==> src/rtl/seq_det_pkg.sv <==
// seq_det_pkg: shared constants and fill-counter width helper for the pattern detector
//   SEQ_LEN_DEFAULT  default pattern length
//   CNT_W            width of the optional match counter
//   fill_w(n)        bits needed to count 0..n received samples
package seq_det_pkg;
  localparam int SEQ_LEN_DEFAULT = 6;
  localparam int CNT_W = 16;
  function automatic int fill_w(input int n);
    return $clog2(n + 1);
  endfunction
endpackage

==> src/rtl/seq_det_if.sv <==
// seq_det_if: serial bit source to detector link
//   x    serial data bit, one per clock
//   seq  target pattern, seq[N-1] received first
//   z    registered match pulse back to the source side
//   master = bit source / consumer of z, slave = detector
interface seq_det_if
  import seq_det_pkg::*;
#(
  parameter int N = SEQ_LEN_DEFAULT
);
  logic x;
  logic [N-1:0] seq;
  logic z;
  modport master(output x, output seq, input z);
  modport slave(input x, input seq, output z);
endinterface

==> src/rtl/seq_det_hist.sv <==
// seq_det_hist: serial history shift register with saturating fill counter
//   clk   clock, rst async active-low reset
//   x     serial input bit
//   hist  last N-1 received bits, oldest at MSB
//   full  high once at least N-1 bits are held, so the live bit completes a window
module seq_det_hist
  import seq_det_pkg::*;
#(
  parameter int N = SEQ_LEN_DEFAULT
) (
  input  logic         clk,
  input  logic         rst,
  input  logic         x,
  output logic [N-2:0] hist,
  output logic         full
);
  localparam int W = fill_w(N);
  logic [W-1:0] fill;
  // The oldest of N bits is never compared (the live x fills the window's LSB),
  // so only N-1 bits of history are stored.
  always_ff @(posedge clk or negedge rst)
    if (!rst) begin
      hist <= '0;
      fill <= '0;
    end else begin
      hist <= {hist[N-3:0], x};
      fill <= (fill == W'(N)) ? fill : fill + 1'b1;
    end
  assign full = fill >= W'(N - 1);
endmodule

==> src/rtl/seq_det.sv <==
// seq_det: programmable serial pattern detector with overlapping matches
//   clk        clock, all updates on posedge
//   rst        asynchronous active-low reset
//   bus        seq_det_if slave: x and seq in, registered match pulse z out
//   match_cnt  wrapping match counter, only with SEQ_DET_MATCH_COUNT_EN defined
module seq_det
  import seq_det_pkg::*;
#(
  parameter int SEQ_LEN = SEQ_LEN_DEFAULT
) (
  input  logic             clk,
  input  logic             rst,
  seq_det_if.slave         bus
`ifdef SEQ_DET_MATCH_COUNT_EN
  ,
  output logic [CNT_W-1:0] match_cnt
`endif
);
  logic [SEQ_LEN-2:0] hist;
  logic full;
  logic hit;
  seq_det_hist #(.N(SEQ_LEN)) u_hist (
    .clk (clk),
    .rst (rst),
    .x   (bus.x),
    .hist(hist),
    .full(full)
  );
  // seq is compared live, so a pattern change takes effect on the next edge
  assign hit = full && ({hist, bus.x} == bus.seq);
  always_ff @(posedge clk or negedge rst)
    if (!rst) bus.z <= 1'b0;
    else bus.z <= hit;
`ifdef SEQ_DET_MATCH_COUNT_EN
  always_ff @(posedge clk or negedge rst)
    if (!rst) match_cnt <= '0;
    else if (hit) match_cnt <= match_cnt + 1'b1;
`endif
endmodule

==> src/flat_wrapper.sv <==
// flat-port wrapper written by rule: the top's interface ports become plain ports
module seq_det_flat import seq_det_pkg::*;
#(
  parameter int SEQ_LEN = SEQ_LEN_DEFAULT
)
  (clk, rst, bus_x, bus_seq, bus_z);
  seq_det_if #(.N(6)) bus_i ();
  input  logic clk;
  input  logic rst;
  input wire logic [$bits(bus_i.x)-1:0] bus_x;
  input wire logic [$bits(bus_i.seq)-1:0] bus_seq;
  output wire logic [$bits(bus_i.z)-1:0] bus_z;
  assign bus_i.x = bus_x;
  assign bus_i.seq = bus_seq;
  assign bus_z = bus_i.z;
  seq_det #(.SEQ_LEN(SEQ_LEN)) u_core (.clk(clk), .rst(rst), .bus(bus_i));
endmodule
==> config.mk <==
export PLATFORM = sky130hd
export DESIGN_NAME = seq_det_flat
export DESIGN_NICKNAME = d
export VERILOG_FILES = /design/src/rtl/seq_det_pkg.sv /design/src/rtl/seq_det_if.sv /design/src/rtl/seq_det_hist.sv /design/src/rtl/seq_det.sv /design/src/flat_wrapper.sv
export SDC_FILE = /design/constraint.sdc
export NUM_CORES = 1
export LEC_CHECK = 0
export BUFFER_PORTS_ARGS = -buffer_cell sky130_fd_sc_hd__buf_2
export CORE_AREA = 2 2 39 41
export DETAILED_ROUTE_END_ITERATION = 16
export DIE_AREA = 0 0 41 43
export GPL_TIMING_DRIVEN = 0
export PLACE_DENSITY_LB_ADDON = 0.2
export SLEW_MARGIN = 40
export SYNTH_ARGS = -nofsm -noshare
export SYNTH_HDL_FRONTEND = slang
export SYNTH_SLANG_ARGS = --single-unit
==> constraint.sdc <==
create_clock -name clk -period 1.4 [get_ports clk]
set_input_delay 0.07 -clock clk [delete_from_list [all_inputs] [get_ports clk]]
set_output_delay 0.07 -clock clk [all_outputs]
set_load 0.02 [all_outputs]
==> results.txt, run 1 <==
----------------------------------------------------
[Clock network]
  Hold buffer count at CTS ... 2
  Clock latency on the worst-skew pair ... about 0.25 ns
  Post-CTS Setup Bufs ... 0
  Number of clock buffers inserted by TritonCTS ... 3
  Post-CTS clock slew at the launch and capture registers of the worst setup and hold paths ... 0.06 ns
  Number of gates resized after CTS ... 0
  Clock tree from TritonCTS ... done
  Clock Sinks ... 9
  Cell at the root of the clock tree ... clkbuf_4
  H-Tree Depth ... 1
  Number of buffers on the longest clock path ... 2

[Drt]
  Number of nets with antenna violations after routing ... 0
  Via-per-instance ratio ... 4.11
  Via count ... around 260
  DRT Wirelength ... roughly 630 um
  Routed length per instance ... approximately 9.9 um
  DRT iter0 DRCs ... 0
  Detailed-routing iteration count for the pre-antenna-repair pass ... 1
  Total DRC errors in the routed layout ... 0

[Logic synthesis]
  Mapped Cells ... 32
  Mapped Nets ... between 40 and 50
  Synthesis Warnings ... 0
  Cell variety after synth ... 11
  Synthesized area per cell ... approximately 12 um2
  Mapped cell area ... about 390 um2
  Post-synthesis sequential element count ... 9
  Sequential cell area fraction in the yosys report ... 58.3%

[Finish]
  # nets final ... 60
  Fraction of final layout cells sized beyond drive strength 1 ... 27.7%
  Area of all sequential standard cells ... about 230 um2
  Area taken by multi-input logic gates ... around 150 um2
  Area added between synthesis and finish ... 28.8%
  Number of fill cells ... roughly 140
  Final core area utilization ... a little over a third
  Number of antenna diodes ... 0
  Final standard cell count with taps included and fillers excluded ... between 60 and 70

[STA]
  Max Transition Viols Final ... 0
  RSZ-0062 raised after global routing ... false
  Worst slew margin relative to its limit ... a little under nine tenths
  Post-Route Skew ... roughly 0.00064 ns
  Least-Margin Pin Slew ... approximately 0.22 ns
  Post-route fraction of the period consumed by the critical path ... between 70 and 80%
  Final hold violation count ... 0
  Shortest clock period the worst path allows after layout ... approximately 1.1 ns
  Setup TNS ... 0 ns
  Highest achievable clock rate ... around 920 MHz
  Final worst-path setup slack ... roughly 0.32 ns
  Final number of setup-violating endpoints ... 0

[Placement]
  Quantity of I/O buffers inserted on ports ... 9
  Post-DP HPWL ... around 490 um
  Placed insts ... 57
  Final weighted congestion in routability-driven placement ... around 0.64
  Post-Place Setup Slack ... 0.332 ns

[Global route]
  Number of global-route vias before repair ... 250
  Global Route Usage Sum ... under 10%
  Remaining global-route overflow ... 0
  Pin count of the biggest net entering global routing ... 10
  Number of antenna violations at the first check in global routing ... 0
  First-pass GRT wire length ... between 900 and 1000 um

[Setup path]
  Endpoint arrival time on the critical path ... 1.24 ns
  Cell with the largest stage delay on the worst path ... dlygate4sd3_1
  Crit path cell chain ... dlygate4sd3_1, buf_2, xnor2_1, nand4_1, nor4_2
  Data required time at the worst endpoint ... 1.56 ns
  Startpoint type of the worst setup path ... primary input
  Max stage delay on crit path ... between 0.5 and 0.6 ns
  Type of the setup path with the least slack ... in2reg
  Largest driver fanout on the critical path ... 2
  Critical path endpoint category ... flip-flop
  Number of cells on the worst reg-to-reg path ... 4

[Pwr]
  Maximum resistive drop on vdd ... between 0.3 and 0.4 mV
  Power density over cell area ... between 1000 and 1500 nW/um2
  Overall Power ... 511 uW
  Static Leakage ... ~0.00024 uW

[Floorplan]
  Initial standard-cell utilization of the core ... about 28%
  Core area ... about 1400 um2
  I/O pin cnt ... 10
  Die Footprint ... about 1800 um2
  Floorplan row count ... 14
  Vertical extent of the die ... roughly 43 um
  Width of the die ... about 40 um

[Worst hold path]
  Hold depth ... 4
  Type of the most critical hold path ... in2reg

[Outcome]
  Run status ... complete, no violations

[Run]
  Max-cap violation count ... 0

----------------------------------------------------
[area by class of cell]
| type | count | share of cell area, % |
|---|---|---|
| clock buffer | 4 | 5.28 |
| inverter | 2 | 1.51 |
| timing repair buffer | 11 | 13.1 |
| multi-input combinational | 21 | 30.9 |
| tap | 16 | 4.02 |
| sequential | 9 | 45.2 |
[worst paths after layout]
check | start | end | slack (ns)
max | bus_x | u_core.bus.z | 0.32
max in group asynchronous | rst | u_core.u_hist.hist[1] | 1.03
max reg2reg | u_core.u_hist.fill[1] | u_core.bus.z | 0.34
min reg2reg | u_core.u_hist.hist[0] | u_core.u_hist.hist[1] | 0.39
min in group asynchronous | rst | u_core.u_hist.hist[2] | 0.19
min | bus_seq[2] | u_core.bus.z | 0.11
[layer usage]
layer	global-route usage (%)	part of all wire, %
met2	13.4	48
met3	3.14	6.5
met5	0	0
met1	9.21	45
met4	6.00	0
[synthesized netlist by cell type]
cell type	number	area, um2
nand2_1	3	11.3
ha_1	3	37.5
nor2_1	4	15.0
xor2_1	1	8.76
xnor2_1	6	52.6
inv_1	2	7.51
a21oi_1	1	5.00
nor4_2	1	12.5
nor3_1	1	5.00
dfrtp_1	9	225
nand4_1	1	6.26
[placed cells by master, fill, tap and decap left out]
cell / instances
nor3_1: 1
clkbuf_1: 1
inv_1: 2
clkbuf_4: 3
dfrtp_1: 9
buf_2: 9
a21oi_1: 1
ha_1: 3
nand2_1: 3
xor2_1: 1
nor2_1: 4
nor4_2: 1
nand4_1: 1
xnor2_1: 6
dlygate4sd3_1: 2
[cells by family (layout without fill, tap and decap cells)]
group           after synthesis  after routing  share of synthesized area (%)
buf+inv                       2             17                           1.94
fa+ha+maj                     3              3                           9.71
simple gates                 10             10                           12.9
flops                         9              9                           58.3
xor+xnor                      7              7                           15.9
compound gates                1              1                           1.29
[where the power goes]
part	internal [uW]	switching, uW	leakage, uW	total, uW
registers	268	4.76	0.000104	273
logic	24.1	18.7	0.000120	42.7
clock network	110	85.8	0.0000150	195
[state kept, by name (all words and copies together), names as in the netlist]
register and flops:
u_core.u_hist.hist 5, u_core.u_hist.fill 3, u_core.bus.z 1
[stage by stage]
step	hold WS [ns]	area, um2
6_report	0.108	498
5_1_grt	0.116	498
4_1_cts	0.104	498
3_5_place_dp	-0.0674	452
3_3_place_gp	-0.0726	452
2_1_floorplan	-0.226	387
[worst max-delay path, delay by kind of cell]
kind          cells  cell delay, ns
buf+inv           2            0.65
xor+xnor          1            0.15
simple gates      2            0.37
Power figures use the tool's default switching activity.
==> inputs of run 2 (changes only) <==
--- a/config.mk
+++ b/config.mk
@@ -5,6 +5,7 @@
 export SDC_FILE = /design/constraint.sdc
 export NUM_CORES = 1
 export LEC_CHECK = 0
+export ABC_AREA = 1
 export BUFFER_PORTS_ARGS = -buffer_cell sky130_fd_sc_hd__buf_2
 export CORE_AREA = 2 2 39 41
 export DETAILED_ROUTE_END_ITERATION = 16
==> constraint.sdc (replaced) <==
create_clock -name clk -period 1.05 [get_ports clk]
set_input_delay 0.0525 -clock clk [delete_from_list [all_inputs] [get_ports clk]]
set_output_delay 0.0525 -clock clk [all_outputs]
set_load 0.02 [all_outputs]
==> results.txt, run 2 <==
----------------------------------------------------
[Placement]
  Post-Place Setup Slack ... 0.00404 ns (-0.328 ns)
  Cell area after placement ... 513 um2 (+14%)
  Final weighted congestion in routability-driven placement ... 0.651 (+2.0%)
  Post-DP HPWL ... 553 um (+12%)
  Quantity of I/O buffers inserted on ports ... 9 (unchanged)

[STA]
  RSZ-0062 raised after global routing ... true
  Least-Margin Pin Slew ... 0.201 ns (-0.0200 ns)
  Post-Route Skew ... 0.00532 ns (+0.00468 ns)
  Worst slew margin relative to its limit ... 86.6% (+1.4 points)
  Max Transition Viols Final ... 0 (unchanged)
  Final number of setup-violating endpoints ... 0 (unchanged)
  Post-route fraction of the period consumed by the critical path ... between 90% and 100%
  Shortest clock period the worst path allows after layout ... between 1 and 1.5 ns
  Final worst-path setup slack ... 0.0452 ns (-0.270 ns)
  Highest achievable clock rate ... roughly 1000 MHz
  Final hold violation count ... 0 (unchanged)

[Floorplan]
  Initial standard-cell utilization of the core ... 32.4% (+4.4 points)
  Core area ... 1380 um2 (unchanged)
  I/O pin cnt ... 10 (unchanged)
  Vertical extent of the die ... 43 um (unchanged)
  Die Footprint ... 1760 um2 (unchanged)
  Width of the die ... 41 um (unchanged)
  Floorplan row count ... 14 (unchanged)

[Worst hold path]
  End point of the worst hold path ... u_core.bus.z
  Hold depth ... 6 (+2)
  Type of the most critical hold path ... in2reg
  Worst hold path startpoint ... bus_seq[0]

[Finish]
  Number of fill cells ... 156 (+9.1%)
  Largest register by flop count ... u_core.u_hist.hist
  Area added between synthesis and finish ... 27.7%
  Leading cell type in the layout, fill and taps excluded ... nand2_1
  Commonest cells after routing, fill and taps aside ... nand2_1, inv_1, nor2_1, buf_2, dfrtp_1
  Final core area utilization ... 41.3% (+5.3 points)
  Area of all placed cells without fillers ... 572 um2 (+15%)
  Area taken by multi-input logic gates ... 183 um2 (+19%)
  Number of antenna diodes ... 0 (unchanged)
  Area of all sequential standard cells ... 225 um2 (unchanged)
  # nets final ... 86 (+43%)
  Max FFs per register ... 5 (unchanged)
  Registers with the highest flip-flop counts ... u_core.u_hist.hist (5), u_core.u_hist.fill (3), u_core.bus.z (1)
  Fraction of final layout cells sized beyond drive strength 1 ... 26.0% (-1.6 points)

[Setup path]
  Launch instance of the worst register-to-register path ... u_core.u_hist.fill[0]
  Critical path endpoint category ... flip-flop
  Number of cells on the worst reg-to-reg path ... 4 (unchanged)
  Type of the setup path with the least slack ... reg2reg
  Startpoint type of the worst setup path ... flip-flop
  Endpoint arrival time on the critical path ... 1.14 ns (-0.10 ns)
  Reg-to-reg setup timing slack ... 0.05 ns (-0.29 ns)
  Largest driver fanout on the critical path ... 4 (+2)
  Data required time at the worst endpoint ... 1.19 ns (-0.37 ns)
  RR Endpoint ... u_core.u_hist.fill[0]

[Logic synthesis]
  Mapped Nets ... 69 (+57%)
  Sequential cell area fraction in the yosys report ... 50.3% (-8.0 points)
  Share of the synthesized area in the top cell type ... 50.3% (-8.0 points)
  Commonest cells post-synth ... nand2_1, inv_1, dfrtp_1, nor2_1, ha_1
  Post-synthesis sequential element count ... 9 (unchanged)
  Synthesized area per cell ... 7.86 um2 (-35%)
  Synthesis Warnings ... 0 (unchanged)
  Cell type with the highest aggregate area in the netlist ... dfrtp_1
  Async set-reset flop share out of synthesis ... 100% (unchanged)
  Mapped Cells ... 57 (+78%)
  Primary FF master, synth ... dfrtp_1
  Ranking of synthesized cells by area ... dfrtp_1, nand2_1, ha_1, inv_1, nor2_1
  Cell variety after synth ... 11 (unchanged)
  Number of enable flip-flop cells after synthesis ... 0 (unchanged)
  Cell with the most instances after synthesis ... nand2_1
  Mapped cell area ... 448 um2 (+16%)

[Global route]
  Remaining global-route overflow ... 0 (unchanged)
  Global Route Usage Sum ... 11.1% (+2.4 points)
  Pin count of the biggest net entering global routing ... 10 (unchanged)
  Number of global-route vias before repair ... 343 (+37%)
  First-pass GRT wire length ... 1220 um (+26%)
  Number of antenna violations at the first check in global routing ... 0 (unchanged)

[Outcome]
  Run status ... complete, no violations

[Clock network]
  H-Tree Depth ... 1 (unchanged)
  Clock latency on the worst-skew pair ... 0.26 ns (about the same)
  Number of clock buffers inserted by TritonCTS ... 3 (unchanged)
  Cell at the root of the clock tree ... clkbuf_4
  Clock tree from TritonCTS ... done
  Number of buffers on the longest clock path ... 2 (unchanged)
  Post-CTS clock slew at the launch and capture registers of the worst setup and hold paths ... 0.06 ns (about the same)
  Clock Sinks ... 9 (unchanged)

[Pwr]
  Maximum resistive drop on vdd ... 0.852 mV (+120%)
  Power density over cell area ... 1200 nW/um2 (+17%)
  Static Leakage ... 0.000346 uW (+45%)

[Drt]
  DRT iter0 DRCs ... 4 (+4)
  Via count ... 357 (+38%)
  DRT Wirelength ... 697 um (+11%)
  Total DRC errors in the routed layout ... 0 (unchanged)
  Via-per-instance ratio ... 4.01 (-2.4%)
  Number of nets with antenna violations after routing ... 0 (unchanged)
  Routed length per instance ... 7.83 um (-21%)
  Detailed-routing iteration count for the pre-antenna-repair pass ... 2 (+1)

[Run]
  Max-cap violation count ... 0 (unchanged)

----------------------------------------------------
## run 2: changes by cell type in the layout (fill, tap and decap cells not counted), moves of 2 or more
cell,delta
nand2_1,+15
inv_1,+8
nor2_1,+5
xnor2_1,-5
inv_2,+2
nand2_2,+2
## run 2: kinds of logic (layout without fill, tap and decap cells)
logic type                 after synthesis  count (layout)  share of synthesized area [%]
AOI/OAI and AO/OA                        1               1                           1.12
xor gates and xnor gates                 2               2                           3.91
adders and majority gates                3               3                           8.38
buffers and inverters                   12              28                           10.1
DFF                                      9               9                           50.3
and+or+nand+nor                         30              30                           26.3
## run 2: per-layer routing
metal,global-route usage (%),part of all wire [%]
met1,11.3,48
met5,0,0
met3,9.42,5.2
met4,4.00,0
met2,15.9,46
## run 2: cell type report
type                       instances  area share [%]
inverter                          12            7.88
clock buffer                       4            4.60
tap                               16            3.50
timing repair buffer              12            12.7
multi-input combinational         36            31.9
sequential                         9            39.4
## run 2: report_power, final
group	total [uW]	leakage (uW)	internal (uW)	switching, uW
clock network	259	0.0000150	146	113
registers	364	0.000104	358	6.49
logic	66.4	0.000227	30.7	35.8
total	689	0.000346	534	155
## run 2: worst max-delay path, stage by stage, from the launching register on
cell and delay (ns):
dfrtp_1 0.42, inv_2 0.08, ha_2 0.17, nand2_2 0.08, xor2_1 0.15
## run 2: timing repair
item                       CTS  global route
gates resized for setup      0             2
buffers inserted             1             0
setup endpoints to repair    2             3
pin swaps                    0             1
hold buffers                 2             0
hold endpoints to repair    10             0
cloned                       0             0
## run 2: per-stage QoR
| step | cells | total power (uW) | hold slack [ns] | setup TNS, ns |
|---|---|---|---|---|
| 4_1_cts | 89 | 708 | 0.149 | 0 |
| 2_1_floorplan | 57 | 401 | -0.243 | 0 |
| 3_5_place_dp | 82 | 433 | -0.0866 | 0 |
| 6_report | 89 | 689 | 0.154 | 0 |
| 3_3_place_gp | 82 | 430 | -0.0850 | 0 |
| 5_1_grt | 89 | 746 | 0.170 | -0.0638 |
## run 2: how the worst max path moves through the flow
stage	start	to	depth (start not counted)	slack, ns
5_1_grt	u_core.u_hist.fill[0]	u_core.u_hist.fill[1]	5	-0.03
4_1_cts	u_core.u_hist.fill[0]	u_core.u_hist.fill[1]	5	0.009
2_1_floorplan	u_core.u_hist.fill[0]	u_core.u_hist.fill[0]	4	0.09
3_3_place_gp	u_core.u_hist.fill[0]	u_core.u_hist.fill[1]	5	0.02
6_report	u_core.u_hist.fill[0]	u_core.u_hist.fill[0]	4	0.05
3_5_place_dp	u_core.u_hist.fill[0]	u_core.u_hist.fill[1]	5	0.004
